File: config.mk
export PLATFORM = sky130hd
export DESIGN_NAME = fpdsp_issue_seq
export DESIGN_NICKNAME = d
export VERILOG_FILES = /design/src/rtl/fpdsp_issue_seq.sv
export SDC_FILE = /design/constraint.sdc
export NUM_CORES = 1
export LEC_CHECK = 0
export BUFFER_PORTS_ARGS = -buffer_cell sky130_fd_sc_hd__buf_2
export CORE_MARGIN = 2
export CORE_UTILIZATION = 40
export CTS_CLUSTER_DIAMETER = 80
export DETAILED_ROUTE_END_ITERATION = 16
export HOLD_SLACK_MARGIN = 0.1
export PLACE_DENSITY = 0.71
export SYNTH_ARGS = -nofsm -noshare
export SYNTH_HDL_FRONTEND = slang
export SYNTH_SLANG_ARGS = --single-unit
File: constraint.sdc
create_clock -name clk -period 2.7 [get_ports clk]
set_input_delay 0.135 -clock clk [delete_from_list [all_inputs] [get_ports clk]]
set_output_delay 0.135 -clock clk [all_outputs]
set_load 0.05 [all_outputs]
File: src/rtl/fpdsp_issue_seq.sv
// Host-side issue sequencer for the iterative FP DSP core: launches one operation
// at a time, waits for completion or watchdog expiry, and queues tagged responses.
module fpdsp_issue_seq #(
  parameter int TAG_W   = 4,
  parameter int TIMEOUT = 64,
  parameter int MIN_LAT = 2
) (
  input  logic             clk,
  input  logic             rst,
  input  logic             req_valid,
  output logic             req_ready,
  input  logic [31:0]      req_a,
  input  logic [31:0]      req_b,
  input  logic [1:0]       req_op,
  input  logic [TAG_W-1:0] req_tag,
  output logic [31:0]      core_a,
  output logic [31:0]      core_b,
  output logic [1:0]       core_op,
  output logic             core_run,
  input  logic [31:0]      core_result,
  input  logic [4:0]       core_flags,
  input  logic             core_ready,
  output logic             rsp_valid,
  input  logic             rsp_ready,
  output logic [31:0]      rsp_result,
  output logic [4:0]       rsp_flags,
  output logic [TAG_W-1:0] rsp_tag,
  output logic             rsp_timeout,
  output logic             busy,
  output logic [1:0]       dbg_state
);

  // Handshakes: a transfer happens on a rising edge where valid & ready are both
  // high; valid never depends on ready, and a presented response holds until taken.

  localparam int CNT_W = $clog2(TIMEOUT + 1);

  typedef enum logic [1:0] {
    S_IDLE    = 2'd0,
    S_LAUNCH  = 2'd1,
    S_WAIT    = 2'd2,
    S_CAPTURE = 2'd3
  } state_t;

  state_t           state;
  logic [CNT_W-1:0] cnt;
  logic [TAG_W-1:0] tag_q;

  logic [31:0]      buf_result [2];
  logic [4:0]       buf_flags  [2];
  logic [TAG_W-1:0] buf_tag    [2];
  logic             buf_to     [2];
  logic             wr_ptr;
  logic             rd_ptr;
  logic [1:0]       buf_count;
  logic [1:0]       count_nxt;

  logic             ready_hit;
  logic             timeout_hit;
  logic             push;
  logic             pop;

  // Ready is only trusted once MIN_LAT cycles of WAIT have passed, masking the
  // previous operation's lingering ready; a real completion beats the watchdog.
  assign ready_hit   = (state == S_WAIT) && (cnt >= CNT_W'(MIN_LAT)) && core_ready;
  assign timeout_hit = (state == S_WAIT) && !ready_hit && (cnt == CNT_W'(TIMEOUT - 1));
  assign push        = ready_hit || timeout_hit;
  assign pop         = rsp_valid && rsp_ready;

  always_comb begin
    count_nxt = buf_count;
    case ({push, pop})
      2'b10:   count_nxt = buf_count + 2'd1;
      2'b01:   count_nxt = buf_count - 2'd1;
      default: count_nxt = buf_count;
    endcase
  end

  always_ff @(posedge clk or negedge rst) begin
    if (!rst) begin
      state     <= S_IDLE;
      req_ready <= 1'b0;
      core_run  <= 1'b0;
      core_a    <= '0;
      core_b    <= '0;
      core_op   <= '0;
      tag_q     <= '0;
      cnt       <= '0;
    end else begin
      case (state)
        S_IDLE: begin
          if (req_valid && req_ready) begin
            core_a    <= req_a;
            core_b    <= req_b;
            core_op   <= req_op;
            tag_q     <= req_tag;
            core_run  <= 1'b1;
            req_ready <= 1'b0;
            state     <= S_LAUNCH;
          end else begin
            // Registered from next-cycle occupancy, so a pop never opens admission
            // in the same cycle.
            req_ready <= (count_nxt != 2'd2);
          end
        end
        S_LAUNCH: begin
          core_run <= 1'b0;
          cnt      <= '0;
          state    <= S_WAIT;
        end
        S_WAIT: begin
          cnt <= cnt + 1'b1;
          if (push) state <= S_CAPTURE;
        end
        S_CAPTURE: begin
          req_ready <= (count_nxt != 2'd2);
          state     <= S_IDLE;
        end
        default: state <= S_IDLE;
      endcase
    end
  end

  // The entry is written on the WAIT exit edge so the result is the one the core
  // presented when completion was recognised.
  always_ff @(posedge clk or negedge rst) begin
    if (!rst) begin
      for (int i = 0; i < 2; i++) begin
        buf_result[i] <= '0;
        buf_flags[i]  <= '0;
        buf_tag[i]    <= '0;
        buf_to[i]     <= 1'b0;
      end
      wr_ptr    <= 1'b0;
      rd_ptr    <= 1'b0;
      buf_count <= '0;
    end else begin
      if (push) begin
        buf_result[wr_ptr] <= timeout_hit ? 32'h7FC0_0000 : core_result;
        buf_flags[wr_ptr]  <= timeout_hit ? 5'b00001 : core_flags;
        buf_tag[wr_ptr]    <= tag_q;
        buf_to[wr_ptr]     <= timeout_hit;
        wr_ptr             <= ~wr_ptr;
      end
      if (pop) rd_ptr <= ~rd_ptr;
      buf_count <= count_nxt;
    end
  end

  assign rsp_valid   = (buf_count != 2'd0);
  assign rsp_result  = buf_result[rd_ptr];
  assign rsp_flags   = buf_flags[rd_ptr];
  assign rsp_tag     = buf_tag[rd_ptr];
  assign rsp_timeout = buf_to[rd_ptr];
  assign busy        = (state != S_IDLE) || rsp_valid;
  assign dbg_state   = state;

endmodule

==> reports/metrics.yaml <==
logic_synthesis:
  synth_edf_count: 0
  ys_ff_latch: 169
  yosysUniqueCellTypes: 41
  mappedNetlistArea_sq_mm: 0.00694
  synth_nets: 597
  synth-main-ff-cell: "dfrtp_1"
  async_flop_share_pct: 100
  ys_warn_count: 0
  ys_seq_area_share_pct: 60.9
  syn_inst: 477
  syn_area_per_cell_sq_um: 14.5
clock_network:
  cts_tree: "yes"
  cts_num_sinks: 169
  numCtsBuffers: 17
  cts-htree-levels: 4
  root_buffer: "clkbuf_16"
  ctsLongestPathBuffers: 2
  clk_latency_ps: 420
  clk_pin_slew_worst_paths_ps: 60
route:
  routed_via_density: 5.13
  vias: 5381
  wire_per_inst_microns: 17.9
  drt_iter0_markers: 229
  drcViolationCount: 0
  finalWirelength_mm: 18.7
  ant_nets: 0
  first_pass_iters: 7
timing:
  fmax_mhz: 415
  worst_slack_ps: 289
  setup_tns_ps: 0
  worst_slew_pin_slew_ps: 1220
  drv_slew: 0
  fin_crit_sh_pct: 89.3
  setup_viol: 0
  finClkSkew_ps: 8.89
  hold_viol_final: 0
  grt_setup_unrepaired: "false"
  slew_headroom_pct: 18.8
  period_minus_slack_ps: 2410
placed_design:
  port_buffers: 225
  gp_congestion: 0.854
  dp_slack_ps: 328
  dp_hpwl_mm: 11.9
  dpl.cell_count: 910
worst_setup_path:
  crit_path_top_delay_cell: "nor2_2"
  cp_top_family: "simple AND/OR/NAND/NOR gates"
  cpPeakStageDelay_ps: 950
  critPathArrivalTime_ps: 2760
  crit_path_cell_trace: "nor3_1 > a211oi_4 > nor2_2 > a22o_1"
  endpoint_kind: "flip-flop"
  cp_max_fo: 27
  start_kind: "flip-flop"
  required_ps: 3040
  crit_buf_inv: 0
  r2r_slack_ps: 290
  cp.depth: 4
  critPathKind: "flip-flop to flip-flop"
  ff2ff_path_depth: 4
die:
  fp-row-count: 48
  die_h_microns: 136
  initial_core_util_pct: 40.5
  fp.dieW_microns: 136
  io_pins: 226
  core_area_sq_mm: 0.0171
  dieArea_sq_mm: 0.0184
final_layout:
  nNetsFinal: 932
  syn2layout_area_growth_pct: 44.2
  final_common_cell: "buf_2"
  diodes: 0
  most-common-layout-cells: "224 x buf_2, 168 x dfrtp_1, 116 x mux2_2"
  finalNonFillerCells: 1048
  layout-drive-gt1-share_pct: 47.8
grt:
  grt_pass1_vias: 5823
  antenna_found_initial: 0
  grt_use_total_pct: 20.9
  grt_pass1_wl_mm: 30.2
  grt_remaining_overflow: 0
  grt_max_degree: 74
pwr:
  vdd_ir_drop_max_mv: 1.04
  leakagePower_nw: 4.91
  p_per_area_mw_per_mm2: 1350
job:
  max_cap_viol_count: 0
hold_path:
  hold_depth: 3
  hp-class: "primary input to flip-flop"
status:
  status: "finished, final reports clean"
-- flip-flops by register name, indices dropped and copies added (netlist names) --
name,flops
core_op,2
rd_ptr,1
buf_flags,10
buf_result,64
buf_count,2
core_b,32
core_a,32
core_run,1
dbg_state,2
buf_to,2
wr_ptr,1
cnt,7
req_ready,1
buf_tag,8
tag_q,4
-- worst reg2reg max path: cells and delay by family (launching register included) --
family / cells / cell delay, ps
compound gates: 2 / 430
flops: 1 / 430
simple gates: 2 / 1480
-- area by class of cell --
class                      count  area [sq um]
sequential                   169          4230
fill                        1322          7110
multi-input combinational    270          2550
inverter                       9          33.8
clock inverter                11           149
clock buffer                  19           433
tap                          225           282
timing repair buffer         345          2330
-- final timing paths --
check,to,startpoint
max in group asynchronous,buf_result[4],rst
setup reg to reg,buf_flags[6],cnt[1]
setup / recovery,buf_flags[6],cnt[1]
hold reg to reg,buf_result[22],buf_result[22]
hold / removal,core_run,req_valid
min in group asynchronous,buf_result[14],rst
-- through the flow --
| step | hold WS [ps] | area (sq um) | power (mW) | util (%) |
|---|---|---|---|---|
| 2_1_floorplan | -161 | 6940 | 9.35 | - |
| 3_3_place_gp | 147 | 8340 | 10.8 | 48.7 |
| 3_5_place_dp | 168 | 8340 | 11.0 | 48.7 |
| 4_1_cts | 103 | 10000 | 13.6 | 58.5 |
| 5_1_grt | 101 | 10000 | 14.2 | 58.5 |
| 6_report | 126 | 10000 | 13.5 | 58.5 |
-- routing by layer --
layer / vias up / global-route usage, % / wire length, microns / share of wire (%)
li1: 2421 / - / - / -
met1: 2709 / 25.6 / 7620 / 41
met2: 233 / 35.7 / 9340 / 50
met3: 18 / 7.11 / 1540 / 8.2
met4: 0 / 5.09 / 223 / 1.2
met5: - / 0 / 0 / 0
-- synth_stat cells (all sizes together) (2+ instances only) --
library cell	count	area (sq um)
ha	8	100
nor2	13	51.3
buf	14	95.1
nand2	8	30.0
nor2b	2	12.5
inv	9	33.8
dfrtp	169	4230
a22o	54	473
a21oi	7	38.8
o22a	20	175
xor2	3	26.3
mux2	121	1380
o21ai	5	25.0
o22ai	2	12.5
xnor2	2	17.5
nand3	5	25.0
clkbuf	15	56.3
nor3	4	20.0
-- kinds of logic after synthesis --
group           count (synthesis)  synth area share (%)
compound gates                 94                  11.2
xor+xnor                        5                 0.631
fa+ha+maj                       8                  1.44
buf+inv                        38                  2.67
flops                         169                  60.9
mux                           122                  20.0
simple gates                   41                  3.10
-- what timing repair did --
| item | in CTS | in global routing |
|---|---|---|
| gates resized for setup | 0 | 0 |
| hold buffers | 108 | 0 |
| hold endpoints to repair | 206 | 0 |
| setup buffers | 0 | 0 |
-- where the power goes --
group | switching (mW) | total (mW) | internal, mW
Combinational | 4.60 | 6.79 | 2.19
Clock | 0.980 | 2.43 | 1.45
Sequential | 0.688 | 4.31 | 3.62
Power figures use the tool's default switching activity.
